`config.mk`:
```
export PLATFORM = sky130hd
export DESIGN_NAME = matmul_sequencer_flat
export DESIGN_NICKNAME = d
export VERILOG_FILES = /design/src/rtl/matmul_sequencer_pkg.sv /design/src/rtl/matmul_sequencer_if.sv /design/src/rtl/matmul_sequencer_tag_pipe.sv /design/src/rtl/matmul_sequencer.sv /design/src/flat_wrapper.sv
export SDC_FILE = /design/constraint.sdc
export NUM_CORES = 1
export LEC_CHECK = 0
export ABC_CLOCK_PERIOD_IN_PS = 2700
export BUFFER_PORTS_ARGS = -buffer_cell sky130_fd_sc_hd__buf_2
export CAP_MARGIN = 20
export CORE_ASPECT_RATIO = 0.7
export CORE_MARGIN = 5
export CORE_UTILIZATION = 45
export DETAILED_ROUTE_END_ITERATION = 12
export PLACE_DENSITY = 0.85
export SLEW_MARGIN = 30
export SYNTH_ARGS = -nofsm -noshare
export SYNTH_HDL_FRONTEND = slang
export SYNTH_SLANG_ARGS = --single-unit
export TNS_END_PERCENT = 20
```
`constraint.sdc`:
```
create_clock -name clk_i -period 2.7 [get_ports clk_i]
set_input_delay 0.405 -clock clk_i [delete_from_list [all_inputs] [get_ports clk_i]]
set_output_delay 0.405 -clock clk_i [all_outputs]
set_load 0.01 [all_outputs]
```
`src/rtl/matmul_sequencer_pkg.sv`:
```
// rtl/matmul_sequencer_pkg.sv - shared state encoding and sizing helpers for the matmul sequencer
package matmul_sequencer_pkg;

   typedef enum logic [1:0] {
      ST_IDLE  = 2'd0,
      ST_RUN   = 2'd1,
      ST_DRAIN = 2'd2,
      ST_DONE  = 2'd3
   } state_e;

   // Index width for n entries; a single-entry dimension still gets one bit.
   function automatic int clog2_min1(input int n);
      int r;
      r = 0;
      while ((1 << r) < n) r++;
      return (r < 1) ? 1 : r;
   endfunction

   // The operand-buffer read adds one stage ahead of the datapath latency.
   function automatic int pipe_lat(input int dp_latency);
      return 1 + dp_latency;
   endfunction

endpackage

```
`src/rtl/matmul_sequencer_if.sv`:
```
// rtl/matmul_sequencer_if.sv - host, operand-buffer, datapath and result-store signals of the sequencer
interface matmul_sequencer_if #(
   parameter int RW  = 2,
   parameter int CW  = 2,
   parameter int RES = 67
);
   logic           start;
   logic           hold;
   logic           busy;
   logic           done;
   logic [RW-1:0]  a_row_addr;
   logic [CW-1:0]  b_col_addr;
   logic           op_read;
   logic [RES-1:0] dot_product;
   logic           res_we;
   logic [RW-1:0]  res_row;
   logic [CW-1:0]  res_col;
   logic [RES-1:0] res_data;

   modport master (
      input  start, hold, dot_product,
      output busy, done, a_row_addr, b_col_addr, op_read,
             res_we, res_row, res_col, res_data
   );

   modport slave (
      output start, hold, dot_product,
      input  busy, done, a_row_addr, b_col_addr, op_read,
             res_we, res_row, res_col, res_data
   );
endinterface

```
`src/rtl/matmul_sequencer_tag_pipe.sv`:
```
// rtl/matmul_sequencer_tag_pipe.sv - fixed-depth shift register carrying {valid,row,col} tags
module mm_tag_pipe #(
   parameter int DEPTH = 4,
   parameter int W     = 4
) (
   input  logic         clk_i,
   input  logic         rst_ni,
   input  logic         in_valid_i,
   input  logic [W-1:0] in_data_i,
   output logic         out_valid_o,
   output logic [W-1:0] out_data_o,
   output logic         empty_o
);
   logic [DEPTH-1:0] vld_q;
   logic [W-1:0]     dat_q [DEPTH];

   always_ff @(posedge clk_i or negedge rst_ni) begin
      if (!rst_ni) begin
         vld_q <= '0;
         for (int i = 0; i < DEPTH; i++) dat_q[i] <= '0;
      end else begin
         vld_q[0] <= in_valid_i;
         dat_q[0] <= in_data_i;
         for (int i = 1; i < DEPTH; i++) begin
            vld_q[i] <= vld_q[i-1];
            dat_q[i] <= dat_q[i-1];
         end
      end
   end

   assign out_valid_o = vld_q[DEPTH-1];
   assign out_data_o  = dat_q[DEPTH-1];
   assign empty_o     = ~|vld_q;
endmodule

```
`src/rtl/matmul_sequencer.sv`:
```
// rtl/matmul_sequencer.sv - walks every (row,col) of C = A x B, issues operand reads, writes tagged results
module matmul_sequencer
   import matmul_sequencer_pkg::*;
#(
   parameter int M_ROWS       = 4,
   parameter int N_COLS       = 4,
   parameter int DIM          = 8,
   parameter int A_DATA_WIDTH = 32,
   parameter int B_DATA_WIDTH = 32,
   parameter int DP_LATENCY   = 3
) (
   input  logic               clk_i,
   input  logic               rst_ni,
   matmul_sequencer_if.master bus
);
   localparam int RW       = clog2_min1(M_ROWS);
   localparam int CW       = clog2_min1(N_COLS);
   localparam int RES      = A_DATA_WIDTH + B_DATA_WIDTH + clog2_min1(DIM);
   localparam int PIPE_LAT = pipe_lat(DP_LATENCY);
   localparam logic [RW-1:0] ROW_LAST = RW'(M_ROWS - 1);
   localparam logic [CW-1:0] COL_LAST = CW'(N_COLS - 1);

   state_e         state_q, state_d;
   logic [RW-1:0]  row_q, row_d;
   logic [CW-1:0]  col_q, col_d;
   logic           issue;
   logic           pipe_empty;
   logic           tail_valid;
   logic [RW+CW-1:0] tail_data;

   logic           res_we_q;
   logic [RW-1:0]  res_row_q;
   logic [CW-1:0]  res_col_q;
   logic [RES-1:0] res_data_q;

   always_ff @(posedge clk_i or negedge rst_ni) begin
      if (!rst_ni) begin
         state_q <= ST_IDLE;
         row_q   <= '0;
         col_q   <= '0;
      end else begin
         state_q <= state_d;
         row_q   <= row_d;
         col_q   <= col_d;
      end
   end

   always_comb begin
      state_d = state_q;
      row_d   = row_q;
      col_d   = col_q;
      issue   = 1'b0;
      unique case (state_q)
         ST_IDLE: begin
            if (bus.start) state_d = ST_RUN;
         end
         ST_RUN: begin
            if (!bus.hold) begin
               issue = 1'b1;
               // The final pair leaves the counters parked; they clear on the way out of DONE.
               if (row_q == ROW_LAST && col_q == COL_LAST) begin
                  state_d = ST_DRAIN;
               end else if (col_q == COL_LAST) begin
                  col_d = '0;
                  row_d = row_q + RW'(1);
               end else begin
                  col_d = col_q + CW'(1);
               end
            end
         end
         ST_DRAIN: begin
            if (pipe_empty) state_d = ST_DONE;
         end
         ST_DONE: begin
            state_d = ST_IDLE;
            row_d   = '0;
            col_d   = '0;
         end
         default: state_d = ST_IDLE;
      endcase
   end

   // Shifts every cycle: the datapath has no stall, so Hold only gates new issues.
   mm_tag_pipe #(
      .DEPTH (PIPE_LAT),
      .W     (RW + CW)
   ) u_tag_pipe (
      .clk_i       (clk_i),
      .rst_ni      (rst_ni),
      .in_valid_i  (issue),
      .in_data_i   ({row_q, col_q}),
      .out_valid_o (tail_valid),
      .out_data_o  (tail_data),
      .empty_o     (pipe_empty)
   );

   always_ff @(posedge clk_i or negedge rst_ni) begin
      if (!rst_ni) begin
         res_we_q   <= 1'b0;
         res_row_q  <= '0;
         res_col_q  <= '0;
         res_data_q <= '0;
      end else begin
         res_we_q <= tail_valid;
         if (tail_valid) begin
            res_row_q  <= tail_data[RW+CW-1:CW];
            res_col_q  <= tail_data[CW-1:0];
            res_data_q <= bus.dot_product;
         end
      end
   end

   assign bus.busy       = (state_q == ST_RUN) || (state_q == ST_DRAIN);
   assign bus.done       = (state_q == ST_DONE);
   assign bus.op_read    = issue;
   assign bus.a_row_addr = row_q;
   assign bus.b_col_addr = col_q;
   assign bus.res_we     = res_we_q;
   assign bus.res_row    = res_row_q;
   assign bus.res_col    = res_col_q;
   assign bus.res_data   = res_data_q;
endmodule

```
`src/flat_wrapper.sv`:
```
// flat-port wrapper written by rule: the top's interface ports become plain ports
module matmul_sequencer_flat import matmul_sequencer_pkg::*;
#(
   parameter int M_ROWS       = 4,
   parameter int N_COLS       = 4,
   parameter int DIM          = 8,
   parameter int A_DATA_WIDTH = 32,
   parameter int B_DATA_WIDTH = 32,
   parameter int DP_LATENCY   = 3
)
  (clk_i, rst_ni, bus_start, bus_hold, bus_dot_product, bus_busy, bus_done, bus_a_row_addr, bus_b_col_addr, bus_op_read, bus_res_we, bus_res_row, bus_res_col, bus_res_data);
  matmul_sequencer_if #(.RW(1), .CW(2), .RES((67))) bus_i ();
  input  logic clk_i;
  input  logic rst_ni;
  input wire logic [$bits(bus_i.start)-1:0] bus_start;
  input wire logic [$bits(bus_i.hold)-1:0] bus_hold;
  input wire logic [$bits(bus_i.dot_product)-1:0] bus_dot_product;
  output wire logic [$bits(bus_i.busy)-1:0] bus_busy;
  output wire logic [$bits(bus_i.done)-1:0] bus_done;
  output wire logic [$bits(bus_i.a_row_addr)-1:0] bus_a_row_addr;
  output wire logic [$bits(bus_i.b_col_addr)-1:0] bus_b_col_addr;
  output wire logic [$bits(bus_i.op_read)-1:0] bus_op_read;
  output wire logic [$bits(bus_i.res_we)-1:0] bus_res_we;
  output wire logic [$bits(bus_i.res_row)-1:0] bus_res_row;
  output wire logic [$bits(bus_i.res_col)-1:0] bus_res_col;
  output wire logic [$bits(bus_i.res_data)-1:0] bus_res_data;
  assign bus_i.start = bus_start;
  assign bus_i.hold = bus_hold;
  assign bus_i.dot_product = bus_dot_product;
  assign bus_busy = bus_i.busy;
  assign bus_done = bus_i.done;
  assign bus_a_row_addr = bus_i.a_row_addr;
  assign bus_b_col_addr = bus_i.b_col_addr;
  assign bus_op_read = bus_i.op_read;
  assign bus_res_we = bus_i.res_we;
  assign bus_res_row = bus_i.res_row;
  assign bus_res_col = bus_i.res_col;
  assign bus_res_data = bus_i.res_data;
  matmul_sequencer #(.M_ROWS(M_ROWS), .N_COLS(N_COLS), .DIM(DIM), .A_DATA_WIDTH(A_DATA_WIDTH), .B_DATA_WIDTH(B_DATA_WIDTH), .DP_LATENCY(DP_LATENCY)) u_core (.clk_i(clk_i), .rst_ni(rst_ni), .bus(bus_i));
endmodule
```
# --- Yosys cells after proc, flatten, opt, wreduce, memory -nomap -nowiden ---
# Index checks and enable logic that the tools add are counted.
op_classes:
  multipliers: 0
  bitwise_logic: 0
  muxes: 15
  n_eq_ne: 11
  n_shift: 0
  reduce_logical: 8
  n_addsub: 2
  n_div: 0
  order_cmp: 0
ops:
  columns: ["cell", "count"]
  rows:
  - ["2-bit two-way mux", 10]
  - ["2-bit equality test (second input constant)", 4]
  - ["2-bit inequality test (second input constant)", 4]
  - ["2-bit case mux with 2 select lines", 2]
  - ["2-bit case mux with 4 select lines", 1]
  - ["4-bit AND reduction", 2]
  - ["2-bit by 1-bit adder with 2-bit output (second input constant)", 2]
  - ["2-bit by 1-bit inequality test with 1-bit output (second input constant)", 2]
  - ["4-bit OR reduction", 1]
  - ["3-bit AND reduction", 1]
  - ["2-bit by 1-bit equality test with 1-bit output (second input constant)", 1]
  - ["2-bit zero test", 1]
  - ["1-bit two-way mux", 2]
  - ["2-bit nonzero test", 1]
  - ["1-bit logical AND", 1]
  - ["1-bit logical OR", 1]
totals:
  reg_bits: 93
  latchBits: 0
  n_memories: 0
  output_inout_bits: 77
  mem_bits_rw: 0
  mem_bits_ro: 0

# --- Logic depth before layout (Yosys ltp) ---
# Gate-level depths: netlist of run 1.
logic_depth:
  ltp_word: 5
  depth_mapped: 5
  depth_no_buf: 5

# --- By module ---
# From an unflattened synthesis of run 1, not the netlist that was laid out.
hier_totals:
  cells_unflattened: 218
  area_unflattened_um2: 3597.2
by_module_without_submodules:
  columns: ["mod", "cells_each", "instances", "area_each_um2"]
  rows:
  - ["matmul_sequencer", 193, 1, 3054.2]
  - ["mm_tag_pipe", 25, 1, 543.0]

# --- Worst setup path after synthesis of run 1 ---
# Ideal clock, no wire load.
synth_timing:
  path_type: "reg-to-reg"
  from: "register u_core.col_q[0] (netlist: u_core.bus.b_col_addr[0])"
  to: "register u_core.state_q[1]"
  slack_ns: 1.194
  t_arrival_ns: 1.378
  required_time_ns: 2.572
  n_path_buf: 0
  setup_ns: 0.128
  path_stages_with_launch: 5
  cell_sequence: "dfrtp_1 -> ha_1 -> and3b_1 -> o211ai_1 -> mux2_1"
synth_via:
  elab_chain_cells: 4
synth_lines:
  columns: ["item", "line_no", "source"]
  rows:
  - ["start: declaration", "matmul_sequencer.sv:25", "logic [CW-1:0] col_q, col_d;"]
  - ["start signal: assignment", "matmul_sequencer.sv:44", "col_q <= col_d;"]
  - ["2-bit equality test", "matmul_sequencer.sv:61", "if (row_q == ROW_LAST && col_q == COL_LAST) begin"]
  - ["1-bit logical AND", "matmul_sequencer.sv:61", null]
  - ["2-bit by 1-bit inequality test with 1-bit output (no source line)", null, null]
  - ["4-bit AND reduction (no source line)", null, null]
  - ["end signal: assignment", "matmul_sequencer.sv:42", "state_q <= state_d;"]
  - ["end: declaration", "matmul_sequencer.sv:23", "state_e state_q, state_d;"]
# Every way passes these cells.
# A chain may end at the register's enable or synchronous reset.

# --- Worst setup path in the final report of run 1 ---
layout_timing:
  from: "register u_core.state_q[1]"
  to: "output bus_op_read"
layout_via:
  elab_chain_cells: 2
layout_lines:
  columns: ["item", "line_no", "source"]
  rows:
  - ["2-bit by 1-bit equality test with 1-bit output", "matmul_sequencer.sv:53", "unique case (state_q)"]
  - ["1-bit two-way mux", "matmul_sequencer.sv:53", null]
  - ["end: declaration", "flat_wrapper.sv:22", "output wire logic [$bits(bus_i.op_read)-1:0] bus_op_read;"]
# Every way passes these cells.

==> results of run 1 <==
[layout by cell type (no fill, tap or decap)]
master / count
a21boi_0: 1
mux2i_1: 3
buf_2: 146
nor2b_1: 3
a22oi_1: 1
clkbuf_8: 10
mux2_1: 1
bufinv_16: 1
mux2_2: 70
nor3b_2: 1
clkbuf_1: 3
buf_4: 3
inv_1: 3
o211ai_1: 2
buf_12: 1
dfrtp_1: 92
dfrtp_2: 1
nand2b_1: 1
o41ai_2: 1
and3b_1: 1
nand2_1: 4
a21oi_1: 1
nor2_1: 4
o22ai_1: 1
ha_1: 7
o21ai_0: 3
clkinvlp_4: 2
[Yosys cell counts (all sizes together)]
cell type and instances:
dfrtp 93, mux2 71, buf 8, ha 7, nand2 4, nor2 4, inv 3, mux2i 3
nor2b 3, o21ai 3, o211ai 2, a21boi 1, a21oi 1, a22oi 1, and3b 1, nand2b 1
nor3b 1, o22ai 1, o41ai 1
[routing by layer]
metal  global-route usage [%]  share of wire (%)  vias to the layer above
li1                         -                  -                     1037
met3                     5.16                8.8                        9
met5                        0                  0                        -
met4                     3.24               0.92                        0
met2                     27.3                 51                       86
met1                     18.2                 39                     1052
[per-stage QoR]
stage               instance area, um^2  utilization [%]  setup slack, ns  hold slack [ns]  total power, mW
finish                             4500             60.9            0.768           0.0676             5.21
global route                       4500             60.9            0.650            0.109             5.59
CTS                                4500             60.9            0.735           0.0826             5.32
detailed placement                 4300             58.3             1.08            0.335             4.42
global placement                   4300             58.3             1.18            0.333             4.29
floorplan                          3450                -             1.19            0.109             3.52
[worst paths after layout]
check	end	slack, ns	cells after the start	start
max in group asynchronous	u_core.bus.res_data[66]	1.98	2	rst_ni
setup reg to reg	u_core.state_q[1]	1.07	5	u_core.state_q[1]
min in group clk_i	u_core.bus.res_data[48]	0.29	2	bus_dot_product[48]
hold / removal	u_core.bus.res_data[5]	0.07	1	rst_ni
hold reg to reg	u_core.u_tag_pipe.dat_q[10]	0.35	0	u_core.u_tag_pipe.dat_q[14]
setup / recovery	bus_op_read	0.77	4	u_core.state_q[1]
[kinds of logic (layout without fill, tap and decap cells)]
group                    after synthesis  count (layout)  share of synthesized area, %
flip-flops                            93              93                          67.4
multiplexers                          74              74                          24.0
AND/OR/NAND/NOR                       14              14                          2.21
buffers and inverters                 11             169                          1.67
AO/OA/AOI/OAI                         10              10                          2.10
adder cells (fa/ha/maj)                7               7                          2.54
[worst register-to-register path, stage by stage, from the launching register on]
cell	delay (ns)
dfrtp_1	0.43
inv_1	0.12
ha_1	0.22
inv_1	0.12
o211ai_1	0.27
mux2_1	0.37
[area by class of cell]
| class | instances | area (um^2) |
|---|---|---|
| Sequential cell | 93 | 2330 |
| Multi-Input combinational cell | 105 | 1070 |
| Clock buffer | 13 | 149 |
| Timing Repair Buffer | 150 | 773 |
| Inverter | 3 | 11.3 |
| Tap cell | 98 | 123 |
| Fill cell | 608 | 2890 |
| Clock inverter | 3 | 45.0 |
[power by group]
| part | switching, mW | internal, mW | leakage, nW |
|---|---|---|---|
| combinational | 0.944 | 1.04 | 1.02 |
| clock | 0.433 | 0.455 | 0.0899 |
| sequential | 0.320 | 2.02 | 1.14 |
| total | 1.70 | 3.52 | 2.25 |
[registers in the layout, summed over array words and instances, names as in the netlist, 2 cells and up]
name                          count
u_core.u_tag_pipe.dat_q           9
u_core.row_q                      2
u_core.state_q                    2
u_core.u_tag_pipe.vld_q           4
u_core.bus.res_col                2
u_core.u_tag_pipe.out_data_o      3
u_core.bus.res_data              67
u_core.bus.b_col_addr             2
==> impl_results.md, run 1 <==
* P per Cell Area at 1160 nW/um^2
* Dpl cells at 449
* Biggest cell delay along the critical path at 0.43 ns
* WL/cell at 15.2 um
* Critical path data arrival time at 1.53 ns
* CP max FO at 4
* RSZ-0062 raised after global routing: no
* CTS max path bufs at 2
* Setup bufs post-CTS at 0
* Crit. End Element: primary output
* Grt ovf at 0
* Synth area leaders: dfrtp_1 (67%), mux2_2 (23%), ha_1 (2.5%)
* Non-filler cells, final at 465
* Post-synthesis sequential area ratio at 67.4%
* Number of synthesis warnings at 0
* Starting Density at 46.7%
* Slowest cell on the critical path: dfrtp_1
* Post-CTS Resized at 0
* Total GRT Usage at 15.4%
* Synth unique cells at 21
* First-pass DRT Iterations at 4
* Drt via density at 4.70
* Cell Chain, Critical Path: inv_1 -> ha_1 -> nor2b_1 -> buf_2
* Static leakage at 2.25 nW
* Syn_nets at 287
* Worst EP required at 2.30 ns
* Synth Register Bits at 93
* Final ANT Viol Nets at 0
* Max Clk Rate at 0.518 GHz
* Root Driver: clkbuf_8
* Relative slew slack at 59.3%
* HPWL after DPL at 5520 um
* Post-synth top area cell: dfrtp_1
* WS Path Type: reg2out
* Final Net Count at 440
* Post-synth top area share at 67.4%
* Die area at 9550 um^2
* Synthesized instance count at 209
* Clock sink total at 93
* Worst vdd ir at 579 uV
* Final Cycle Share at 71.6%
* Buf+Inv Stages, Crit Path at 2
* Die Y at 83.3 um
* Largest net degree at the start of global routing at 49
* Via count at 2184
* Vias in the first global route at 2358
* Worst Tran Pin Value at 0.610 ns
* Max Slew Vio Count at 0
* Core area at 7380 um^2
* Area delta synth->final at 30.3%
* Final Skew at 0.00631 ns
* Crit start category: flip-flop
* Proportion of layout cells with a drive suffix above 1 at 64.3%
* CP top delay family: flip-flops
* Clk_lat worst skew at 0.34 ns
* Status: complete, no violations
* ANT cells at 0
* Number of buffers created by CTS at 9
* Row cnt at 26
* Port bufs at 147
* CTS Hold Bufs at 0
* H-tree depth at 3
* Min-delay worst type: in2async
* Die X at 115 um
* Clock-pin slew on the worst setup and hold paths at 0.08 ns
* DR DRC count at 0
* WL final at 7070 um
* Final hold violations at 0
* Final GP Congestion at 0.829
* IO Pins at 148
* Setup TNS at 0 ns
* Synth Area per Inst at 16.5 um^2
* Initial antenna violation count at 0
* Setup violators final at 0
* Max Cap Viol at 0
* TritonCTS clock tree: built
* First-pass GRT wire length at 11700 um
* Tmin final at 1.93 ns
* Mapped cell area at 3450 um^2
* DRT iter0 DRCs at 54
(Power assumes the default switching activity.)
==> run 2: changes to the inputs <==
- ABC_CLOCK_PERIOD_IN_PS: 2700 -> 1700
- CORE_UTILIZATION: 45 -> 42
- PLACE_DENSITY: 0.85 -> 0.84
- clock period: 2.7 -> 1.7 ns (I/O delays scaled with it)
==> run 2 against run 1 <==
Compared with the run above: register-to-register slack worse by 0.96 ns; clock power is 150% higher; cell count is 0.65% higher; clock skew hardly changed; hold slack better by 0.093 ns; sequential cell count stayed put; worst setup slack worse by 0.68 ns; first-iteration DRC count is 54% higher.
==> impl_results.md, run 2 (synthesized netlist as in run 1, its figures left out) <==
* Relative slew slack at 75.2% (+16 points)
* Status: complete, no violations
* Final GP Congestion at 0.737 (-11%)
* Min Hold Slack at 0.161 ns (+0.0932 ns)
* Worst R2R Setup Slack at 0.11 ns (-0.96 ns)
* FF/Latch Area at 2330 um^2 (unchanged)
* Max Slew Vio Count at 0 (unchanged)
* Clock sink total at 93 (unchanged)
* Port bufs at 147 (unchanged)
* Non-filler cells, final at 468 (+0.65%)
* Final ANT Viol Nets at 0 (unchanged)
* Worst vdd ir at 827 uV (+43%)
* Setup bufs post-CTS at 0 (unchanged)
* IO Pins at 148 (unchanged)
* ANT cells at 0 (unchanged)
* Die X at 118 um (+3.2%)
* Worst EP required at 1.44 ns (-0.86 ns)
* Worst r2r dst: u_core.state_q[1]
* Hold_sp: bus_dot_product[43]
* Static leakage at 2.32 nW (+3.3%)
* TritonCTS clock tree: built
* CP max FO at 4 (unchanged)
* Setup TNS at 0 ns (unchanged)
* Worst Tran Pin Value at 0.372 ns (-0.238 ns)
* WS Path Type: reg2out
* First-pass GRT wire length at 11900 um (+1.7%)
* Final Net Count at 441 (+0.23%)
* Row cnt at 27 (+3.8%)
* Largest net degree at the start of global routing at 72 (+47%)
* Critical path data arrival time at 1.36 ns (-0.17 ns)
* Setup violators final at 0 (unchanged)
* Die area at 10200 um^2 (+6.4%)
* Area delta synth->final at 35.3%
* Max Clk Rate at 0.619 GHz
* Clk_lat worst skew at 0.32 ns (-0.02 ns)
* Max Cap Viol at 0 (unchanged)
* H-tree depth at 3 (unchanged)
* Most common cell after layout, fill and taps aside: buf_2
* CP Capture Point: bus_op_read
* DRT iter0 DRCs at 83 (+54%)
* WL final at 7130 um (+0.78%)
* P per Cell Area at 1950 nW/um^2 (+68%)
* Proportion of layout cells with a drive suffix above 1 at 64.9% (+0.54 points)
* Root Driver: clkbuf_16
* WL/cell at 15.2 um (+0.13%)
* Initial antenna violation count at 0 (unchanged)
* Critical path startpoint: u_core.state_q[1]
* Clock-pin slew on the worst setup and hold paths at 0.06 ns (-0.02 ns)
* DR DRC count at 0 (unchanged)
* Crit. End Element: primary output
* Largest register FFs at 67 (unchanged)
* Final Core Density at 58.8% (-2.1 points)
* Total GRT Usage at 14.4% (-1.1 points)
* Die Y at 85.8 um (+3.1%)
* Starting Density at 43.5% (-3.3 points)
* Grt ovf at 0 (unchanged)
* RSZ-0062 raised after global routing: no
* Commonest non-fill, non-tap cells in the layout: buf_2 (146), dfrtp_1 (92), mux2_2 (70)
* Area used by multi-input combinational logic at 1080 um^2 (+0.94%)
* Via count at 2175 (-0.41%)
* Core area at 7940 um^2 (+7.5%)
* Crit start category: flip-flop
* Fillers at 643 (+5.8%)
* First-pass DRT Iterations at 4 (unchanged)
* R2r worst-path depth at 4 (-1)
* CTS max path bufs at 2 (unchanged)
* Drt via density at 4.65 (-1.1%)
* Vias in the first global route at 2405 (+2.0%)
* Biggest cell delay along the critical path at 0.41 ns (-0.02 ns)
* Number of buffers created by CTS at 9 (unchanged)
* Slowest cell on the critical path: dfrtp_1
* Cell Chain, Critical Path: inv_1 -> ha_2 -> nor2b_4 -> buf_2
* Min-delay worst type: in2reg
* HPWL after DPL at 5480 um (-0.65%)
* Final hold violations at 0 (unchanged)
* Worst flop-to-flop path startpoint: u_core.bus.b_col_addr[0]
* Final Cycle Share at 95.0%
* Final Skew at 0.00583 ns (-0.000479 ns)
* Dpl cells at 452 (+0.67%)
* Tmin final at 1.62 ns
run 2: power by group:
part / leakage, nW / internal [mW] / switching [mW] / total, mW
registers: 1.14 / 3.22 / 0.484 / 3.70
logic: 1.03 / 1.68 / 1.52 / 3.20
clock network: 0.156 / 1.43 / 0.750 / 2.18
total: 2.32 / 6.33 / 2.76 / 9.08
run 2: through the flow:
| step | total power [mW] | area, um^2 | worst slack (ns) |
|---|---|---|---|
| final | 9.08 | 4670 | 0.0844 |
| after global routing | 9.71 | 4670 | 0.0285 |
| after CTS | 9.23 | 4660 | 0.0382 |
| after detailed placement | 7.01 | 4320 | 0.128 |
| after global placement | 6.82 | 4320 | 0.187 |
| after floorplan | 5.59 | 3450 | 0.194 |
run 2: how the worst min path moves through the flow:
stage,end,slack (ns),depth (start not counted)
floorplan,u_core.bus.b_col_addr[0],-0.04,0
global placement,u_core.bus.res_data[16],0.20,1
detailed placement,u_core.bus.res_data[16],0.20,1
CTS,u_core.bus.res_data[15],0.15,2
global route,u_core.bus.res_data[54],0.15,2
finish,u_core.bus.res_data[43],0.16,2
run 2: what timing repair did:
item	CTS	global route
endpoints found under the hold margin	27	0
hold buffers	1	0
gates resized for setup	1	2
endpoints found under the setup margin	1	1
run 2: worst max-delay path, delay by kind of cell, from the launching register on:
family / cells / cell delay (ns)
flip-flops: 1 / 0.41
AND/OR/NAND/NOR: 1 / 0.16
buffers and inverters: 2 / 0.25
adder cells (fa/ha/maj): 1 / 0.22
run 2: cell type report:
type,instances,area share (%)
Clock buffer,11,4.99
Timing Repair Buffer,151,17.0
Inverter,3,0.241
Clock inverter,4,2.09
Sequential cell,93,49.9
Tap cell,101,2.71
Multi-Input combinational cell,105,23.1
run 2: layer usage:
layer | wire (um) | share of wire [%] | global-route usage (%)
met3 | 632 | 8.9 | 6.13
met5 | 0 | 0 | 0
met1 | 2800 | 39 | 17.1
met4 | 64 | 0.90 | 3.96
met2 | 3630 | 51 | 24.1
==> run 3: changes to the inputs <==
- CELL_PAD_IN_SITES_DETAIL_PLACEMENT: unset -> 1
- CELL_PAD_IN_SITES_GLOBAL_PLACEMENT: unset -> 2
- CORE_UTILIZATION: 42 -> 28
- SLEW_MARGIN: 30 -> 40
==> run 3 against run 2 <==
Compared with the run above: core utilization shrank 19 points; wire length increased by 17%; total power down 0.98%; maximum frequency shrank 0.48%; sequential cell count unchanged; global-route usage down 2.9 points; critical path type unchanged; non-clock buffer count grew 1; highest routed layer unchanged; combinational power increased by 2%; sequential power hardly changed.
==> impl_results.md, run 3 (synthesized netlist as in run 1, its figures left out) <==
* Pre-CTS setup slack at 0.116 ns (-0.0117 ns)
* Root Driver: clkbuf_16
* Commonest non-fill, non-tap cells in the layout: buf_2 (146), dfrtp_1 (92), mux2_2 (70)
* Area delta synth->final at 37.0%
* Number of buffers created by CTS at 9 (unchanged)
* Final GP Congestion at 0.744 (+0.94%)
* Max Cap Viol at 0 (unchanged)
* Setup TNS at 0 ns (unchanged)
* Final Net Count at 442 (+0.23%)
* Vias in the first global route at 2539 (+5.6%)
* Total Power at 8.99 mW (-0.98%)
* CP max FO at 4 (unchanged)
* Worst Tran Pin Value at 0.496 ns (+0.124 ns)
* Non-filler cells, final at 526 (+12%)
* GR Util met2 at 18.3% (-5.9 points)
* ANT cells at 0 (unchanged)
* WS Path Type: reg2out
* Initial antenna violation count at 0 (unchanged)
* Min Hold Slack at 0.146 ns (-0.0148 ns)
* First-pass GRT wire length at 13200 um (+11%)
* DR DRC count at 0 (unchanged)
* Max Slew Vio Count at 0 (unchanged)
* Critical path data arrival time at 1.37 ns (about the same)
* Final Core Density at 39.8% (-19 points)
* H-tree depth at 3 (unchanged)
* TritonCTS clock tree: built
* WL/cell at 15.8 um (+4.0%)
* Met1 usage in global routing at 14.7% (-2.4 points)
* Port bufs at 147 (unchanged)
* Worst vdd ir at 658 uV (-20%)
* Clk_lat worst skew at 0.33 ns (about the same)
* Setup violators final at 0 (unchanged)
* Proportion of layout cells with a drive suffix above 1 at 65.3% (+0.46 points)
* Die area at 14700 um^2 (+45%)
* IO Pins at 148 (unchanged)
* Total GRT Usage at 11.5% (-2.9 points)
* First-pass DRT Iterations at 4 (unchanged)
* Worst EP required at 1.44 ns (about the same)
* Via count at 2276 (+4.6%)
* Grt ovf at 0 (unchanged)
* Relative slew slack at 66.9% (-8.3 points)
* Clock-pin slew on the worst setup and hold paths at 0.07 ns (about the same)
* Largest register FFs at 67 (unchanged)
* Min-delay worst type: in2reg
* PnR worst setup slack at 0.0767 ns (-0.00775 ns)
* Static leakage at 2.31 nW (-0.58%)
* Placement Cell Area at 4400 um^2 (+1.8%)
* Crit start category: flip-flop
* P per Cell Area at 1900 nW/um^2 (-2.2%)
* Most common cell after layout, fill and taps aside: buf_2
* WL final at 8330 um (+17%)
* RSZ-0062 raised after global routing: no
* Tmin final at 1.62 ns (+0.00775 ns)
* CTS max path bufs at 2 (unchanged)
* Row cnt at 33 (+22%)
* DRT iter0 DRCs at 34 (-59%)
* HPWL after DPL at 6250 um (+14%)
* Global-route track usage on met3 at 5.24% (-0.89 points)
* Drt via density at 4.33 (-6.9%)
* Final Skew at 0.00587 ns (+0.0000413 ns)
* Crit. End Element: primary output
* Clock sink total at 93 (unchanged)
* Final ANT Viol Nets at 0 (unchanged)
* Final Cycle Share at 95.5% (+0.46 points)
* Die X at 143 um (+21%)
* Final instance area at 4730 um^2 (+1.3%)
* Largest net degree at the start of global routing at 40 (-44%)
* Status: complete, no violations
* Die Y at 103 um (+20%)
* Final hold violations at 0 (unchanged)
* Setup bufs post-CTS at 0 (unchanged)
* Busiest layer in global routing: met2
* Starting Density at 29.0% (-14 points)
* Core area at 11900 um^2 (+50%)
* Max Clk Rate at 0.616 GHz (-0.48%)
* Dpl cells at 509 (+13%)
==> run 3: cell types whose count changed in the layout (fill, tap and decap cells not counted) <==
| cell | before | now |
|---|---|---|
| bufinv_16 | 3 | 1 |
| clkbuf_1 | 2 | 1 |
| clkbuf_8 | 0 | 1 |
| clkinvlp_4 | 1 | 4 |
| ha_4 | 0 | 1 |
| ha_2 | 1 | 0 |
| buf_4 | 2 | 3 |
==> run 3: what timing repair did <==
action / 4_1_cts / 5_1_grt
hold buffers: 1 / 0
gates cloned: 0 / 0
endpoints found under the setup margin: 1 / 1
endpoints found under the hold margin: 29 / 0
gates resized for setup: 2 / 2
==> run 3: layout make-up <==
| class | count | area [um^2] |
|---|---|---|
| Sequential cell | 93 | 2330 |
| Fill cell | 1292 | 7160 |
| Timing Repair Buffer | 152 | 803 |
| Clock buffer | 11 | 243 |
| Tap cell | 157 | 196 |
| Multi-Input combinational cell | 105 | 1090 |
| Clock inverter | 5 | 60.1 |
| Inverter | 3 | 11.3 |
==> run 3: critical path, cell delays in order, from the launching register on <==
cell	delay, ns
dfrtp_1	0.42
inv_1	0.14
ha_4	0.17
nor2b_4	0.16
buf_2	0.14
==> run 3: worst paths after layout <==
path                                            start                         end  slack, ns  depth (start not counted)
setup / recovery                    u_core.state_q[1]                 bus_op_read       0.08                          4
hold / removal                    bus_dot_product[37]     u_core.bus.res_data[37]       0.15                          2
setup reg to reg             u_core.bus.b_col_addr[0]           u_core.state_q[1]       0.10                          4
hold reg to reg            u_core.u_tag_pipe.dat_q[9]  u_core.u_tag_pipe.dat_q[5]       0.35                          0
max in group asynchronous                      rst_ni      u_core.bus.res_data[3]       0.74                          3
min in group asynchronous                      rst_ni     u_core.bus.res_data[32]       0.42                          2
==> run 3: report_power, final <==
part / internal (mW) / switching [mW]
Sequential: 3.22 / 0.501
Clock: 1.18 / 0.838
Combinational: 1.68 / 1.57
==> run 3: per-layer routing <==
metal / routed length, um / share of wire (%) / up-vias
met5: 0 / 0 / -
met4: 55 / 0.66 / 0
met3: 794 / 9.5 / 7
met2: 3820 / 46 / 95
met1: 3660 / 44 / 1132
li1: - / - / 1042
